--- config.mk ---
export PLATFORM = sky130hd
export DESIGN_NAME = ttt_move_controller
export DESIGN_NICKNAME = d
export VERILOG_FILES = /design/src/rtl/ttt_pkg.sv /design/src/rtl/ttt_win_check.sv /design/src/rtl/ttt_move_controller.sv
export SDC_FILE = /design/constraint.sdc
export NUM_CORES = 1
export LEC_CHECK = 0
export ABC_CLOCK_PERIOD_IN_PS = 2700
export BUFFER_PORTS_ARGS = -buffer_cell sky130_fd_sc_hd__clkbuf_2
export CORE_UTILIZATION = 56
export CTS_CLUSTER_SIZE = 40
export DETAILED_ROUTE_END_ITERATION = 10
export HOLD_SLACK_MARGIN = 0.12
export PLACE_DENSITY = 0.84
export SLEW_MARGIN = 20
export SYNTH_ARGS = -nofsm -noshare
export SYNTH_HDL_FRONTEND = slang
export SYNTH_SLANG_ARGS = --single-unit
export TNS_END_PERCENT = 30
--- constraint.sdc ---
create_clock -name clk -period 2.7 [get_ports clk]
set_input_delay 0 -clock clk [delete_from_list [all_inputs] [get_ports clk]]
set_output_delay 0 -clock clk [all_outputs]
set_load 0.05 [all_outputs]
--- src/rtl/ttt_pkg.sv ---
// Shared definitions for the tic-tac-toe move controller: FSM states, winner codes
// and the eight winning line masks.
package ttt_pkg;

  typedef enum logic [1:0] {
    WAIT  = 2'd0,
    WRITE = 2'd1,
    CHECK = 2'd2,
    OVER  = 2'd3
  } state_t;

  localparam logic [1:0] WIN_NONE = 2'b00;
  localparam logic [1:0] WIN_X    = 2'b01;
  localparam logic [1:0] WIN_O    = 2'b10;
  localparam logic [1:0] WIN_DRAW = 2'b11;

  localparam int NUM_LINES = 8;

  // Index 0..2 rows, 3..5 columns, 6..7 diagonals; bit n is cell n.
  localparam logic [NUM_LINES-1:0][8:0] WIN_LINES = {
    9'h054, 9'h111, 9'h124, 9'h092, 9'h049, 9'h1C0, 9'h038, 9'h007
  };

  localparam logic [8:0] BOARD_FULL = 9'h1FF;

  function automatic logic line_full(input logic [8:0] mask, input logic [8:0] line);
    return ((mask & line) == line);
  endfunction

endpackage

--- src/rtl/ttt_win_check.sv ---
// Combinational win detector: flags when a player's occupancy mask covers any
// complete row, column or diagonal.
module ttt_win_check
  import ttt_pkg::*;
(
  input  logic [8:0] mask,
  output logic       win
);

  // OR-reduce the eight line hits
  always_comb begin
    win = 1'b0;
    for (int i = 0; i < NUM_LINES; i++) begin
      if (line_full(mask, WIN_LINES[i])) begin
        win = 1'b1;
      end else begin
        win = win;
      end
    end
  end

endmodule

--- src/rtl/ttt_move_controller.sv ---
// Turn sequencer and requester arbiter: grants the player on turn, drives the
// position decoder once per accepted move, tracks both boards and decides the game.
module ttt_move_controller
  import ttt_pkg::*;
#(
  parameter int CELLS        = 9,
  parameter bit FIRST_PLAYER = 1'b0,
  parameter int MOVE_TIMEOUT = 0
) (
  input  logic       clk,
  input  logic       rst_n,
  input  logic       new_game,
  input  logic       p0_req,
  input  logic [3:0] p0_pos,
  input  logic       p1_req,
  input  logic [3:0] p1_pos,
  output logic [3:0] dec_pos,
  output logic       dec_en,
  output logic       cur_player,
  output logic       move_ack,
  output logic       illegal,
  output logic       timeout,
  output logic [8:0] board_x,
  output logic [8:0] board_o,
  output logic       game_over,
  output logic [1:0] winner
);

  localparam int CW = (MOVE_TIMEOUT > 0) ? $clog2(MOVE_TIMEOUT + 1) : 1;
  localparam int TO_LAST = (MOVE_TIMEOUT > 0) ? (MOVE_TIMEOUT - 1) : 0;
  localparam logic [CW-1:0] TO_LAST_C = CW'(TO_LAST);
  localparam logic [CW-1:0] CNT_MAX   = {CW{1'b1}};
  localparam logic [4:0]    CELLS_C   = 5'(CELLS);

  state_t        state_r;
  logic [3:0]    dec_pos_r;
  logic          dec_en_r;
  logic          cur_player_r;
  logic          move_ack_r;
  logic          illegal_r;
  logic          timeout_r;
  logic [8:0]    board_x_r;
  logic [8:0]    board_o_r;
  logic          game_over_r;
  logic [1:0]    winner_r;
  logic [CW-1:0] cnt_r;

  logic          sel_req_s;
  logic [3:0]    sel_pos_s;
  logic [15:0]   occ_ext_s;
  logic          legal_s;
  logic          expire_s;
  logic          win_x_s;
  logic          win_o_s;
  logic          cur_win_s;
  logic          full_s;
  logic [8:0]    onehot_s;

  ttt_win_check u_win_x (
    .mask (board_x_r),
    .win  (win_x_s)
  );

  ttt_win_check u_win_o (
    .mask (board_o_r),
    .win  (win_o_s)
  );

  // Request selection, legality, timeout expiry and board evaluation
  always_comb begin
    sel_req_s = 1'b0;
    sel_pos_s = 4'd0;
    legal_s   = 1'b0;
    expire_s  = 1'b0;
    cur_win_s = 1'b0;
    occ_ext_s = {7'd0, (board_x_r | board_o_r)};
    full_s    = ((board_x_r | board_o_r) == BOARD_FULL);
    onehot_s  = 9'd1 << dec_pos_r;

    if (cur_player_r) begin
      sel_req_s = p1_req;
      sel_pos_s = p1_pos;
      cur_win_s = win_o_s;
    end else begin
      sel_req_s = p0_req;
      sel_pos_s = p0_pos;
      cur_win_s = win_x_s;
    end

    // Out-of-range cells are rejected before the occupancy lookup matters
    if (sel_req_s && ({1'b0, sel_pos_s} < CELLS_C) && !occ_ext_s[sel_pos_s]) begin
      legal_s = 1'b1;
    end else begin
      legal_s = 1'b0;
    end

    if ((MOVE_TIMEOUT > 0) && (cnt_r == TO_LAST_C)) begin
      expire_s = 1'b1;
    end else begin
      expire_s = 1'b0;
    end
  end

  // Turn FSM with all outputs registered; new_game behaves as a synchronous reset
  always_ff @(posedge clk or negedge rst_n) begin
    if (!rst_n) begin
      state_r      <= WAIT;
      dec_pos_r    <= 4'd0;
      dec_en_r     <= 1'b0;
      cur_player_r <= FIRST_PLAYER;
      move_ack_r   <= 1'b0;
      illegal_r    <= 1'b0;
      timeout_r    <= 1'b0;
      board_x_r    <= 9'd0;
      board_o_r    <= 9'd0;
      game_over_r  <= 1'b0;
      winner_r     <= WIN_NONE;
      cnt_r        <= '0;
    end else if (new_game) begin
      state_r      <= WAIT;
      dec_pos_r    <= 4'd0;
      dec_en_r     <= 1'b0;
      cur_player_r <= FIRST_PLAYER;
      move_ack_r   <= 1'b0;
      illegal_r    <= 1'b0;
      timeout_r    <= 1'b0;
      board_x_r    <= 9'd0;
      board_o_r    <= 9'd0;
      game_over_r  <= 1'b0;
      winner_r     <= WIN_NONE;
      cnt_r        <= '0;
    end else begin
      dec_en_r   <= 1'b0;
      move_ack_r <= 1'b0;
      illegal_r  <= 1'b0;
      timeout_r  <= 1'b0;
      case (state_r)
        WAIT: begin
          if (legal_s) begin
            dec_pos_r  <= sel_pos_s;
            dec_en_r   <= 1'b1;
            move_ack_r <= 1'b1;
            state_r    <= WRITE;
          end else begin
            illegal_r <= sel_req_s;
            // A legal request on the expiry cycle takes the branch above instead
            if (expire_s) begin
              timeout_r    <= 1'b1;
              cur_player_r <= ~cur_player_r;
              cnt_r        <= '0;
            end else if (cnt_r != CNT_MAX) begin
              cnt_r <= cnt_r + CW'(1);
            end else begin
              cnt_r <= cnt_r;
            end
          end
        end
        WRITE: begin
          if (cur_player_r) begin
            board_o_r <= board_o_r | onehot_s;
          end else begin
            board_x_r <= board_x_r | onehot_s;
          end
          state_r <= CHECK;
        end
        CHECK: begin
          if (cur_win_s) begin
            winner_r    <= cur_player_r ? WIN_O : WIN_X;
            game_over_r <= 1'b1;
            state_r     <= OVER;
          end else if (full_s) begin
            winner_r    <= WIN_DRAW;
            game_over_r <= 1'b1;
            state_r     <= OVER;
          end else begin
            cur_player_r <= ~cur_player_r;
            cnt_r        <= '0;
            state_r      <= WAIT;
          end
        end
        OVER: begin
          state_r <= OVER;
        end
        default: begin
          state_r <= WAIT;
        end
      endcase
    end
  end

  assign dec_pos    = dec_pos_r;
  assign dec_en     = dec_en_r;
  assign cur_player = cur_player_r;
  assign move_ack   = move_ack_r;
  assign illegal    = illegal_r;
  assign timeout    = timeout_r;
  assign board_x    = board_x_r;
  assign board_o    = board_o_r;
  assign game_over  = game_over_r;
  assign winner     = winner_r;

endmodule

# Word-level counts from Yosys, hierarchy flattened
# Cells that the tools add are included.
[classes] n_shift=1 n_eq_ne=24 magnitude_cmp=2 n_reduce_logical=15 n_mux=55 bitwise=4
[ops] operator="$mux W9" n=6
[ops] operator="$eq A3 B3 Y1 const B" n=16
[ops] operator="$mux W1" n=34
[ops] operator="$or A9 B9 Y9" n=3
[ops] operator="$mux W2" n=9
[ops] operator="$mux W4" n=4
[ops] operator="$reduce_bool A2 Y1" n=5
[ops] operator="$eq A9 B9 Y1 const B" n=1
[ops] operator="$shl A1 B4 Y9 const A" n=1
[ops] operator="$pmux W2 S4" n=1
[ops] operator="$reduce_and A2 Y1" n=4
[ops] operator="$ne A2 B2 Y1 const B" n=3
[ops] operator="$lt A4 B5 Y1 const B" n=1
[ops] operator="$bmux W1 S4" n=1
[ops] operator="$eq A2 B2 Y1 const B" n=2
[ops] operator="$lt A4 B4 Y1 const B" n=1
[ops] operator="$ne A3 B3 Y1 const B" n=1
[ops] operator="$reduce_and A3 Y1" n=1
[ops] operator="$reduce_bool A3 Y1" n=1
[ops] operator="$eq A2 B1 Y1 const B" n=1
[ops] operator="$logic_and A1 B1 Y1" n=2
[ops] operator="$logic_not A2 Y1" n=1
[ops] operator="$logic_not A1 Y1" n=1
[ops] operator="$not A1 Y1" n=1
[totals] word_cells=110 input_bits=13 out_inout_bits=30 register_bits=30

# Longest topological paths before layout
# Gate-level depths: netlist of the first run.
[depth] ltp_word=13 depth_mapped=6 mapped_depth_nobuf=5

# By module
# From an unflattened synthesis of the first run, not the netlist that was laid out.
[hier_totals] hier_cells=168 area_unflattened_um2=1579.0
[modules_own_cells] module="ttt_move_controller" area_per_inst_um2=1468.9 seq_area_each_um2=750.7 cells_per_inst=154 n_inst=1
[modules_own_cells] module="ttt_win_check" area_per_inst_um2=55.1 seq_area_each_um2=0.0 cells_per_inst=7 n_inst=2

# Least setup slack after synthesis of the first run
# OpenSTA, ideal clock, no wires.
[synth_timing] kind="register to register" from="register cur_player_r (netlist: cur_player)" to="register dec_pos_r[0] (netlist: dec_pos[0])" stages_incl_launch_ff=6 slack_ns=0.548 required_ns=2.606 period_less_slack_ns=2.152 setup_time_ns=0.094 path_buffers=0 t_arrival_ns=2.058 path_cell_list="dfrtp_1 mux2i_1 mux2_2 o221a_4 a21o_1 a211oi_1"
[synth_via] elab_chain_len=8 elab_cells_between_ends=14 classes_between="order compare: 1; mux: 8; reduce/logical: 5"
[synth_rtl] item="from (decl)" line="ttt_move_controller.sv:38" rtl="logic cur_player_r;"
[synth_rtl] item="from (signal assigned)" line="ttt_move_controller.sv:149" rtl="cur_player_r <= ~cur_player_r;"
[synth_rtl] item="from (signal assigned)" line="ttt_move_controller.sv:176" rtl="cur_player_r <= ~cur_player_r;"
[synth_rtl] item="$mux W4" line="ttt_move_controller.sv:80" rtl="if (cur_player_r) begin"
[synth_rtl] item="$bmux W1 S4" line="ttt_move_controller.sv:91" rtl="if (sel_req_s && ({1'b0, sel_pos_s} < CELLS_C) && !occ_ext_s[sel_pos_s]) begin"
[synth_rtl] item="$mux W1 (not written as such)" line="ttt_move_controller.sv:91"
[synth_rtl] item="$logic_not A1 Y1" line="ttt_move_controller.sv:91"
[synth_rtl] item="$logic_and A1 B1 Y1" line="ttt_move_controller.sv:91"
[synth_rtl] item="$mux W1" line="ttt_move_controller.sv:91"
[synth_rtl] item="$reduce_bool A2 Y1 (no source line)"
[synth_rtl] item="$reduce_and A2 Y1 (no source line)"
[synth_rtl] item="to (signal assigned)" line="ttt_move_controller.sv:140" rtl="dec_pos_r <= sel_pos_s;"
[synth_rtl] item="to (decl)" line="ttt_move_controller.sv:36" rtl="logic [3:0] dec_pos_r;"
# Several ways; a longest one is shown, not always the timed one. The select of a mux whose other input is x is not followed.
# A chain may end at the register's enable or synchronous reset.

# Worst setup path after layout of the first run
# Ends and elaborated chain as after synthesis.

==> results of run 1 <==
power breakdown:
| part | switching [mW] | total [mW] | internal [mW] | leakage, nW |
|---|---|---|---|---|
| Combinational | 0.117 | 0.168 | 0.0511 | 0.471 |
| Clock | 0.156 | 0.281 | 0.125 | 0.0343 |
| Sequential | 0.0247 | 0.485 | 0.461 | 0.415 |
through the flow:
step                      total power, mW  hold WS [ns]  setup slack (ns)  cell area [µm²]
after floorplan                     0.606        -0.296             0.548             1650
after CTS                           0.936         0.168             0.477             1940
after detailed placement            0.658        0.0901             0.509             1860
after global routing                0.977         0.204             0.343             1940
final                               0.934         0.171             0.474             1940
after global placement              0.651        0.0748             0.665             1860
area by class of cell:
type | instances | area, µm²
Sequential cell | 30 | 751
Clock buffer | 6 | 51.3
Multi-Input combinational cell | 128 | 832
Inverter | 7 | 26.3
Fill cell | 224 | 837
Timing Repair Buffer | 44 | 233
Tap cell | 31 | 38.8
Clock inverter | 2 | 12.5
cell usage in the layout (no fill, tap or decap), drive strengths merged, types with 2 or more instances in the layout:
cell type,n
a211oi,7
a21oi,17
a221oi,3
a22o,8
a22oi,4
a31oi,4
clkbuf,47
dfrtp,30
dlygate4sd3,2
inv,7
mux2,4
mux2i,5
nand2b,2
nor2,36
nor2b,6
nor3,4
nor3b,2
nor4b,2
o22ai,3
o31ai,2
or3,2
repair_timing:
| action | 4_1_cts | 5_1_grt |
|---|---|---|
| hold endpoints to repair | 31 | 0 |
| setup endpoints to repair | 0 | 0 |
| buffers inserted | 0 | 0 |
| hold buffers | 2 | 0 |
cell families (layout without fill, tap and decap cells):
group | after synthesis | count (layout)
DFF | 30 | 30
muxes | 9 | 9
other | 1 | 1
AOI/OAI and AO/OA | 58 | 58
and+or+nand+nor | 60 | 60
buffers and inverters | 14 | 59
final timing paths:
kind                                 start          to
worst max-delay path            cur_player  dec_pos[0]
worst min-delay path             p1_pos[2]  dec_pos[2]
worst max register to register  cur_player  dec_pos[0]
worst min register to register   game_over   game_over
max in group asynchronous            rst_n  dec_pos[0]
min in group asynchronous            rst_n  board_x[5]
critical path: stages (launching register included):
cell                       delay, ns
sky130_fd_sc_hd__dfrtp_1        0.62
sky130_fd_sc_hd__mux2i_1        0.41
sky130_fd_sc_hd__mux2_2         0.40
sky130_fd_sc_hd__o221a_4        0.24
sky130_fd_sc_hd__a21o_1         0.21
sky130_fd_sc_hd__a211oi_1       0.25
sequential cells by signal (all words and copies together), names as in the netlist:
name / count
dec_pos: 4
cur_player: 1
illegal: 1
state_r: 2
board_o: 9
board_x: 9
game_over: 1
move_ack: 1
winner: 2
synth_stat cells, types with 2 or more instances:
| master | instances |
|---|---|
| sky130_fd_sc_hd__a211oi_1 | 7 |
| sky130_fd_sc_hd__a21oi_1 | 17 |
| sky130_fd_sc_hd__a221oi_1 | 2 |
| sky130_fd_sc_hd__a22o_1 | 8 |
| sky130_fd_sc_hd__a22oi_1 | 4 |
| sky130_fd_sc_hd__a31oi_1 | 4 |
| sky130_fd_sc_hd__buf_4 | 3 |
| sky130_fd_sc_hd__clkbuf_1 | 4 |
| sky130_fd_sc_hd__dfrtp_1 | 30 |
| sky130_fd_sc_hd__inv_1 | 7 |
| sky130_fd_sc_hd__mux2_2 | 2 |
| sky130_fd_sc_hd__mux2i_1 | 4 |
| sky130_fd_sc_hd__nand2b_1 | 2 |
| sky130_fd_sc_hd__nor2_1 | 35 |
| sky130_fd_sc_hd__nor2b_1 | 6 |
| sky130_fd_sc_hd__nor3_1 | 4 |
| sky130_fd_sc_hd__nor3b_1 | 2 |
| sky130_fd_sc_hd__nor4b_1 | 2 |
| sky130_fd_sc_hd__o22ai_1 | 3 |
| sky130_fd_sc_hd__o31ai_1 | 2 |
| sky130_fd_sc_hd__or3_1 | 2 |
metal layers:
| layer | vias to the layer above | GRT usage, % | share of wire (%) | routed length [µm] |
|---|---|---|---|---|
| li1 | 728 | - | - | - |
| met1 | 739 | 36.0 | 42 | 1730 |
| met2 | 82 | 44.7 | 49 | 2020 |
| met3 | 16 | 7.67 | 7.3 | 304 |
| met4 | 0 | 14.3 | 2.3 | 97 |
| met5 | - | 0 | 0 | 0 |
==> run summary, run 1 <==
CTS saw 30 sinks. The tools report the final standard cell utilization of the core as 69.9%. Counting along the longest clock path gives a buffer depth of 2. TritonCTS built the clock tree. The pre-antenna-repair detailed-routing pass consisted of 4 iterations.

Row generation in the floorplan step produced 19 rows. The run finished with clean final reports. Headroom to the max-slew limit came out at 51.1%. The largest total area in the synthesized netlist belongs to sky130_fd_sc_hd__dfrtp_1. The worst setup skew after layout is 0.00625 ns. Clock-pin slew was measured on the worst setup and hold paths at 0.10 ns. The top flip-flop cell by instance count after synthesis was sky130_fd_sc_hd__dfrtp_1. Global routing used 28.4% of the available tracks. Global-route wire length before repair: 6820 µm. The portion of synthesized cell area occupied by the leading cell type was 45.6%. For this configuration, the core starts out at a cell density of 59.2%. The floorplan step defined a core boundary enclosing 0.00278 mm². The setup check on the worst reg-to-reg path leaves a slack of 0.47 ns. In this run the worst hold path is classified as in -> reg. The analysis attributes to cell leakage a power of 0.920 nW. The run gives 0 as the total congestion overflow. For the finished layout, the period the worst path requires is 2.23 ns. In this run, distinct cell masters in the synthesized netlist total 43. By startpoint and endpoint, the worst setup path is classified as reg -> reg. The actual slew at the worst max-slew pin works out to 0.733 ns.

The tools report the total of endpoints with negative setup slack in the final report as 0. Of all nets on the critical path, the largest fanout is 12. Wire length after detailed routing: 4150 µm. The post-synthesis share of cell area spent on full adders, half adders and majority gates was 0%.

The setup total negative slack was 0 ns; the instance count of the mapped netlist was 172. After detailed routing, the average wire length per cell comes to 16.7 µm. For this run, the top clock speed supported by timing is 449 MHz.

Measured along the x axis, the die boundary spans 56.2 µm. At the worst endpoint, the arrival time is 2.46 ns. Summing the areas of all and, or, nand and nor instances in the mapped netlist gives 18.5% of the synthesized area. When the netlist entered floorplanning its net count stood at 185.

The largest net degree at the start of global routing was 32; the overall die area was 0.00316 mm². The worst setup path is launched from a flop. The synthesized design contains 0 enable-type register cells.

The worst hold path passes through 4 cells. Post-CTS repair changed the size of 0 cells. The worst setup path is captured at a flop. The number of pins with negative max-slew slack in the final report is 0. After synthesis the netlist holds a flip-flop and latch count of 30.

Number of antenna diodes: 0. Sequential elements use 45.6% of the synthesized area. The number of warnings printed during yosys synthesis was 0. The number of cell instances on the worst register-to-register path came out at 5.

The run gives 0 as the count of max-cap constraint violations. The tools report the number of antenna violations at the first check in global routing as 0. The layout cell share with drive strength beyond 1 is 26.7%. The peak supply drop is 0.423 mV, and the layout overhead on the synthesized area is 18.1%. The total CTS buffers is 5, and the number of placed I/O pins is 43.

The H-tree was split into 2 levels. The tools report the clock insertion delay at the later pin of the skew report as 0.33 ns. By area, the combinational part of the netlist is dominated by compound AO/OA/AOI/OAI gates. Ranked by total cell area, the synthesized netlist is headed by sky130_fd_sc_hd__dfrtp_1 46%, sky130_fd_sc_hd__nor2_1 8.0%, sky130_fd_sc_hd__a21oi_1 5.2%.

The congestion estimate from routability-driven global placement came to 0.885. The synthesized netlist devotes 0% of its cell area to XOR and XNOR gates. The die is 56.2 µm tall.

Using the TritonRoute via totals, the vias-per-cell ratio works out to 6.31. After synthesis, the share of flip-flops with an asynchronous set or reset is 100%. The number of global-route vias before repair was 1468; the number of non-filler instances in the completed layout was 248. Setup repair after global routing left no endpoint under its margin. The count of final hold-check violations was 0; the final clock period utilization by the worst path was 82.4%. Total number of vias: 1565. Each instance of the synthesized netlist takes up on average 9.57 µm². The initial DRC count came out at 97.

The tools report the combined area of all synthesized cells as 0.00165 mm². Summed over all nets, the half-perimeter wirelength after detailed placement is 3060 µm. The required arrival time at the worst endpoint came out at 2.93 ns.

The tools report the layout net count as 229. The tree is rooted in a sky130_fd_sc_hd__clkbuf_4. The logs give 238 for the total instance count after detailed placement and 0 for the count of antenna-violating nets left after detailed routing. For this design the ratio of total power to cell area is 481 mW/mm². Port buffering added 41 buffers. The run gives 0 as the number of remaining DRC errors. Of the post-synthesis cell area, the part taken by muxes is 6.23%.

The synthesized netlist devotes 25.6% of its cell area to compound gates.
No activity file was read; power rests on OpenSTA's default activity.
==> run 2: changes to the inputs <==
Settings changed: ABC_AREA from default to 1, ABC_CLOCK_PERIOD_IN_PS 2700 to 2000, CORE_UTILIZATION 56 to 48, PLACE_DENSITY 0.84 to 0.76.
Clock period 2.7 ns to 2 ns, I/O delays scaled along.
==> run 2 against run 1 <==
Sequential power is 57% higher. Via count rose by 11%. Critical path depth is 4 higher. Non-clock buffer count up 1. Highest routed layer unchanged. Register-to-register slack worse by 0.22 ns. Wire length down 0.41%. Critical path type unchanged. Global-route usage fell by 4.2 points. Synthesized area rose by 5.2%.
==> run summary, run 2 <==
Traced cell by cell, the critical path runs through inv_2 -> o21ai_1 -> nand3_1 -> nand3_1 -> nand2_1 -> nand2_1 -> nand4_2 -> nand3_1 -> nand2_1. Relative slew slack: 51.6% (+0.44 points). The tools report the number of antenna diodes as 0 (unchanged). The cell depth of the worst setup path is 9 (+4), and the net count of the mapped netlist is 262 (+42%). The routability-driven placement congestion ratio is 0.963 (+8.8%).

The HPWL after detailed placement was 3260 µm (+6.5%); the number of input and output port buffers inserted was 41 (unchanged). The most frequent standard cell in the layout excluding fill and tap cells is sky130_fd_sc_hd__nand2_1. The layout overhead on the synthesized area works out to 19.8%.

The count of distinct cell types in the synthesized netlist was 23 (-47%); the number of non-filler instances in the completed layout was 342 (+38%). The compound-cell area share of the yosys netlist was 12.6% (-13 points). The total power divided by cell area was 1060 mW/mm² (+120%).

For the combined area of all synthesized cells, the log shows 0.00173 mm² (+5.2%). Worst-path maximum fanout: 9 (-3). The count of clock tree sinks came out at 30 (unchanged). Standard cell core area: 0.00339 mm² (+22%). Number of placed I/O pins: 43 (unchanged).

The number of cell instances on the worst register-to-register path works out to 9 (+4). Dominant combinational cell family by area after synthesis: simple AND/OR/NAND/NOR gates. The most common cell in the synthesized netlist is sky130_fd_sc_hd__nand2_1. Layout net count: 308 (+34%). The wire length per cell came out at 12.1 µm (-28%). By area the synthesized netlist is led by sky130_fd_sc_hd__dfrtp_1 43%, sky130_fd_sc_hd__nand2_1 16%, sky130_fd_sc_hd__a21oi_1 6.9%. The post-synthesis share of cell area spent on full adders, half adders and majority gates is 0% (unchanged).

The number of hold-repair buffers added at the cts stage was 2 (unchanged). Required arrival time at the worst endpoint: 2.21 ns (-0.72 ns). In the layout the commonest cells are 75 x sky130_fd_sc_hd__nand2_1, 41 x sky130_fd_sc_hd__clkbuf_2, 32 x sky130_fd_sc_hd__inv_1.

The setup slack of the most critical reg-to-reg path is 0.26 ns (-0.22 ns), and the overall die area is 0.00385 mm² (+22%). Flip-flop and latch count after synthesis: 30 (unchanged). The layer flagged by global routing as most heavily used is met2. Setup repair after global routing left no endpoint under its margin. The capture instance of the worst register-to-register path was dec_pos[2].

For the global-route wire length before repair, the log shows 6530 µm (-4.2%). The portion of synthesized cell area occupied by the leading cell type was 43.4% (-2.2 points). For the fraction of met1 tracks used by global routing, the log shows 34.2% (-1.8 points).

The critical path starts at cur_player. The clock root buffer is sky130_fd_sc_hd__clkbuf_4. The buffers inserted during post-CTS setup optimization is 0 (unchanged).

For the setup total negative slack, the log shows 0 ns (unchanged). The total instance count after detailed placement is 332 (+39%), and the total of endpoints with negative setup slack in the final report is 0 (unchanged). The number of warnings printed during yosys synthesis is 0 (unchanged), and the time the final worst path needs with I/O delays and setup is 1.74 ns (-0.484 ns). The height of the chip is 62.1 µm (+10%), and the starting density of the core is 51.1% (-8.1 points). The tools report the largest net degree at the start of global routing as 31 (-3.1%). The length of the first detailed-routing pass in iterations is 4 (unchanged). The layout cell share with drive strength beyond 1 was 20.9% (-5.8 points). The top cell type by total area after synthesis is sky130_fd_sc_hd__dfrtp_1. The tools report the endpoint kind of the worst setup timing path as a flop. Clock insertion delay at the later pin of the skew report: 0.33 ns (about the same). The slowest stage of the critical path belongs to the cell sky130_fd_sc_hd__dfrtp_1. The final clock period utilization by the worst path is 87.1% (+4.7 points). The startpoint identified for the worst register-to-register timing path is cur_player. The fraction of synthesis flops using an asynchronous set or reset pin was 100% (unchanged); the vias per cell was 5.06 (-20%).

The run gives 5 (unchanged) as the total CTS buffers. The critical path is of the reg -> reg type. The maximum single-stage delay on the critical path was 0.48 ns (-0.14 ns). The end of the critical path was dec_pos[2].

The x dimension of the die came out at 62.1 µm (+10%). The number of pins with negative max-slew slack in the final report is 0 (unchanged), and the mux contribution to synthesized area is 0% (-6.2 points). In the synthesized netlist the dominant register cell turns out to be sky130_fd_sc_hd__dfrtp_1. The tools report the count of max-cap constraint violations as 0 (unchanged).

Among cell families on the critical path, the largest total delay comes from simple AND/OR/NAND/NOR gates. Total number of vias: 1732 (+11%). The fraction of met2 tracks used by global routing is 35.1% (-9.6 points).

The fraction of synthesized cell area in xor and xnor cells was 0% (unchanged). The maximum clock rate was 574 MHz (+28%). Number of enable flip-flop cells after synthesis: 0 (unchanged). The tools report the quantity of gates resized following cts as 0 (unchanged).

The min-delay analysis places its worst path in the category in -> reg. Number of global-route vias before repair: 1425 (-2.9%). For the count of final hold-check violations, the log shows 0 (unchanged). Sorting the synthesized cells by how often they occur yields 75 x sky130_fd_sc_hd__nand2_1, 32 x sky130_fd_sc_hd__inv_1, 30 x sky130_fd_sc_hd__dfrtp_1. The wire length after detailed routing is 4130 µm (-0.41%). For the total routing resource utilization after global routing, the log shows 24.1% (-4.2 points). TritonCTS built the clock tree. The synthesized area divided by synthesized cell count is 6.95 µm² (-27%), and the total congestion overflow is 0 (unchanged).

The tools report the reported leakage power as 1.09 nW (+18%). Number of rows created at floorplan: 21 (+2). The number of antenna violations at the first check in global routing came out at 0 (unchanged). Met3 track utilization from global routing: 5.80% (-1.9 points).

The worst setup skew after layout was 0.0142 ns (+0.00796 ns). For the arrival time at the worst endpoint, the log shows 1.95 ns (-0.51 ns). The cell area after placement was 0.00198 mm² (+6.2%); the sequential fraction of the synthesis area was 43.4% (-2.2 points). The run finished with clean final reports.

The post-layout instance area is 0.00207 mm² (+6.7%). The logs give 2 (unchanged) for the maximum count of clock buffers along a single path and 2 (unchanged) for the number of H-tree levels. The combined buffer and inverter count along the critical path was 1 (+1); the initial DRC count was 160 (+65%). The share of synthesized cell area in and, or, nand and nor gates was 34.5% (+16 points); the actual slew at the worst max-slew pin was 0.727 ns (-0.00657 ns). The critical path startpoint category was a flop. The clock slew at the register clock pins of the worst setup and hold paths was 0.10 ns (about the same). The run gives 0 (unchanged) as the number of remaining DRC errors. For the count of antenna-violating nets left after detailed routing, the log shows 0 (unchanged). The logs give 249 (+45%) for the instance count of the mapped netlist and 0.602 mV (+42%) for the peak supply drop.
## run 2: changes by cell type after synthesis, moves of 6 or more
cell and delta:
sky130_fd_sc_hd__nor2_1 -15, sky130_fd_sc_hd__nor2b_1 -6, sky130_fd_sc_hd__a22o_1 -8, sky130_fd_sc_hd__a211oi_1 -7
sky130_fd_sc_hd__nand2_1 +74, sky130_fd_sc_hd__nand3_1 +21, sky130_fd_sc_hd__nand4_1 +8, sky130_fd_sc_hd__inv_1 +25
sky130_fd_sc_hd__o21ai_0 +9, sky130_fd_sc_hd__a21oi_1 +7
## run 2: final cells by class
type                            count  area (µm²)
Clock buffer                        8        78.8
Fill cell                         335        1320
Inverter                           34         128
Multi-Input combinational cell    179         820
Sequential cell                    30         751
Tap cell                           46        57.6
Timing Repair Buffer               45         240
## run 2: tightest hold or removal path: cells and delay by family
family          cells  cell delay [ns]
buf+inv             4             0.31
compound gates      1             0.06
simple gates        1             0.08
## run 2: power breakdown
group	switching, mW	internal (mW)	leakage (nW)	total, mW
registers	0.0802	0.683	0.414	0.763
logic	0.724	0.256	0.629	0.980
clock network	0.206	0.240	0.0446	0.446
total	1.01	1.18	1.09	2.19
## run 2: metrics by stage
stage | setup WS, ns | util (%) | total power [mW] | hold slack [ns]
2_1_floorplan | 0.251 | - | 1.53 | -0.296
5_1_grt | 0.110 | 61.2 | 2.34 | 0.164
4_1_cts | 0.275 | 61.2 | 2.20 | 0.141
6_report | 0.258 | 61.2 | 2.19 | 0.139
3_5_place_dp | 0.317 | 58.3 | 1.75 | 0.0931
3_3_place_gp | 0.343 | 58.3 | 1.75 | 0.0886
## run 2: cell families (layout without fill, tap and decap cells)
logic type,Yosys count,after routing
other,1,1
DFF,30,30
AOI/OAI and AO/OA,41,41
buffers and inverters,40,87
and+or+nand+nor,137,137
## run 2: routing by layer
metal  wire length [µm]  share of wire, %
met5                  0                 0
met4                 80               1.9
met3                288               7.0
met2               1870                45
met1               1900                46
## run 2: how the worst min path moves through the flow
stage | start | end | slack (ns) | depth (start not counted)
after floorplan | rst_n | board_o[0] | -0.30 | 0
after global placement | rst_n | winner[1] | 0.09 | 1
after detailed placement | rst_n | winner[1] | 0.09 | 1
after CTS | p0_req | illegal | 0.14 | 6
after global routing | p0_req | illegal | 0.16 | 6
final | p0_req | illegal | 0.14 | 6
==> run 3: changes to the inputs <==
Settings changed: RECOVER_POWER from default to 50.
==> run 3 against run 2 <==
The flow now finishes with violations (max-capacitance violations, max-slew violations). Clock skew barely moved. Total power is 0.37% lower. Register-to-register slack hardly changed. Sequential share of layout area up 0.33 points. Global-route usage is the same. Combinational power shrank 0.7%. Sequential power hardly changed. Worst setup slack worse by 0.0021 ns. Count of clock-buffer cells in the layout is the same. Non-clock buffer count unchanged. Via count increased by 0.69%. Critical endpoint unchanged. Largest cell class unchanged.
==> run summary, run 3 (synthesized netlist as in run 2, its figures left out) <==
The flow ran to the end, but the final reports show violations. The checks that failed: max-capacitance violations, max-slew violations. Setup repair after global routing left no endpoint under its margin.

The clock slew at the register clock pins of the worst setup and hold paths was 0.10 ns (about the same). Layout net count: 308 (unchanged). The vias per cell is 5.10 (+0.69%).

For the HPWL after detailed placement, the log shows 3260 µm (unchanged). For the number of antenna violations at the first check in global routing, the log shows 0 (unchanged). The clock power share came out at 20.4% (about the same). The area growth from synthesis to layout is 18.7%.

Combined buffer and inverter count along the critical path: 1 (unchanged). The run gives 0.139 ns (+0.000394 ns) as the worst hold slack after final layout. The overall die area was 0.00385 mm² (unchanged); the total area of sequential cells was 751 µm² (unchanged).

The total power draw was 2.18 mW (-0.37%); the initial DRC count was 160 (unchanged). The tools report the setup total negative slack as 0 ns (unchanged). Length of the first detailed-routing pass in iterations: 4 (unchanged). The critical path startpoint category is a flop. TritonCTS built the clock tree. The cell internal power dissipation is 1.17 mW (-0.67%).

The buffers inserted during post-CTS setup optimization was 0 (unchanged); the final clock period utilization by the worst path was 87.2% (+0.11 points). The peak supply drop is 0.602 mV (about the same), and the x dimension of the die is 62.1 µm (unchanged). Total routing resource utilization after global routing: 24.1% (unchanged).

The height of the chip is 62.1 µm (unchanged), and the number of placed I/O pins is 43 (unchanged). The master of the slowest instance on the critical path is sky130_fd_sc_hd__dfrtp_1. The maximum count of clock buffers along a single path is 2 (unchanged). Worst-path maximum fanout: 9 (unchanged). The critical path goes through inv_2 -> o21ai_1 -> nand3_1 -> nand3_1 -> nand2_1 -> nand2_1 -> nand4_2 -> nand3_1 -> nand2_1. The count of final hold-check violations is 0 (unchanged), and the total number of vias is 1744 (+0.69%). The total power divided by cell area is 1060 mW/mm² (+0.54%), and the portion of total power attributed to combinational logic is 44.6% (-0.2 points). For the total CTS buffers, the log shows 5 (unchanged). The logs give 0 (unchanged) for the number of remaining DRC errors and 347 (+3.6%) for the number of fillers in the final layout. The worst setup path is captured at a flop. Leaving out fill and tap cells, the most frequent cell in the layout is sky130_fd_sc_hd__nand2_1.

Number of antenna diodes: 0 (unchanged). Area of the multi-input gates: 820 µm² (unchanged). The layout cell share with drive strength beyond 1 came out at 15.9% (-5.1 points). Maximum single-stage delay on the critical path: 0.49 ns (about the same).

The critical path class is reg -> reg. Number of H-tree levels: 2 (unchanged). The wire length per cell works out to 12.1 µm (+0.22%). Wire length after detailed routing: 4140 µm (+0.22%). CTS placed an instance of sky130_fd_sc_hd__clkbuf_4 at the clock tree root.

Routability-driven placement congestion ratio: 0.963 (unchanged). The logs give 21 (unchanged) for the number of rows created at floorplan and 0.33 ns (about the same) for the clock insertion delay at the later pin of the skew report. The standard cell core area was 0.00339 mm² (unchanged); the number of input and output port buffers inserted was 41 (unchanged).

The total congestion overflow is 0 (unchanged). The tools report the number of pins with negative max-slew slack in the final report as 31 (+31). The count of antenna-violating nets left after detailed routing was 0 (unchanged); the required arrival time at the worst endpoint was 2.21 ns (about the same). The worst hold path belongs to the class in -> reg.

The largest net degree at the start of global routing was 31 (unchanged). The share of total power consumed by net switching was 46.3% (+0.16 points); the count of clock tree sinks was 30 (unchanged). The tools report the total of endpoints with negative setup slack in the final report as 0 (unchanged). Count of max-cap constraint violations: 1 (+1). In the layout the commonest cells are 75 x sky130_fd_sc_hd__nand2_1, 32 x sky130_fd_sc_hd__inv_1, 30 x sky130_fd_sc_hd__dfrtp_1. Actual slew at the worst max-slew pin: 1.55 ns (+0.827 ns). The total net switching power was 1.01 mW (about the same). The worst setup skew after layout was 0.0137 ns (-0.000484 ns); the starting density of the core was 51.1% (unchanged). The relative slew slack was -3.57% (-55 points); the sequential power share was 35.0% (about the same). Among cell families on the critical path, the largest total delay comes from simple AND/OR/NAND/NOR gates.

The time the final worst path needs with I/O delays and setup came out at 1.74 ns (+0.00212 ns). The number of global-route vias before repair was 1425 (unchanged). For the global-route wire length before repair, the log shows 6530 µm (unchanged). The maximum clock rate was 573 MHz (-0.12%); the reported leakage power was 1.04 nW (-4.7%). Arrival time at the worst endpoint: 1.95 ns (about the same).
[run 3: cell types whose count changed in the layout (fill, tap and decap cells not counted)]
cell / change
sky130_fd_sc_hd__clkbuf_2: -15
sky130_fd_sc_hd__clkbuf_1: +15
[run 3: final timing paths]
check / start / to / slack (ns) / cells past startpoint
setup / recovery: cur_player / dec_pos[2] / 0.26 / 9
hold / removal: p0_req / illegal / 0.14 / 6
setup reg to reg: cur_player / dec_pos[2] / 0.26 / 9
hold reg to reg: winner[0] / winner[0] / 0.51 / 2
max in group asynchronous: rst_n / dec_pos[3] / 0.50 / 2
min in group asynchronous: rst_n / board_x[2] / 0.58 / 2
[run 3: power groups by stage]
stage,Clock [mW],Combinational (mW),Sequential (mW)
detailed placement,0,0.976,0.774
finish,0.445,0.973,0.763
global placement,0,0.975,0.771
floorplan,0,0.556,0.974
global route,0.484,1.07,0.778
CTS,0.456,0.982,0.763
[run 3: worst min-delay path: stages]
cell	delay (ns)
sky130_fd_sc_hd__clkbuf_2	0.08
sky130_fd_sc_hd__inv_1	0.05
sky130_fd_sc_hd__o21ai_2	0.06
sky130_fd_sc_hd__buf_4	0.15
sky130_fd_sc_hd__nand3_1	0.08
sky130_fd_sc_hd__inv_1	0.03
[run 3: cell type report]
type	count	area share (%)
Multi-Input combinational cell	179	39.9
Sequential cell	30	36.5
Clock buffer	8	3.83
Inverter	34	6.21
Tap cell	46	2.80
Timing Repair Buffer	45	10.8
[run 3: what timing repair did]
action / 4_1_cts / 5_1_grt
hold buffers: 2 / 0
hold endpoints to repair: 31 / 0
gates resized for setup: 0 / 0
setup endpoints to repair: 0 / 0
[run 3: routing by layer]
| layer | vias to the layer above | GRT usage [%] | wire length [µm] |
|---|---|---|---|
| met2 | 73 | 35.1 | 1880 |
| li1 | 891 | - | - |
| met1 | 772 | 34.2 | 1890 |
| met4 | 0 | 10.2 | 80 |
| met5 | - | 0 | 0 |
| met3 | 8 | 5.80 | 285 |
[run 3: per-stage QoR]
stage | cells | setup slack (ns) | cell area (µm²) | util [%]
CTS | 342 | 0.275 | 2070 | 61.2
detailed placement | 332 | 0.317 | 1980 | 58.3
global placement | 332 | 0.343 | 1980 | 58.3
finish | 342 | 0.256 | 2060 | 60.6
floorplan | 249 | 0.251 | 1730 | -
global route | 342 | 0.110 | 2060 | 60.6
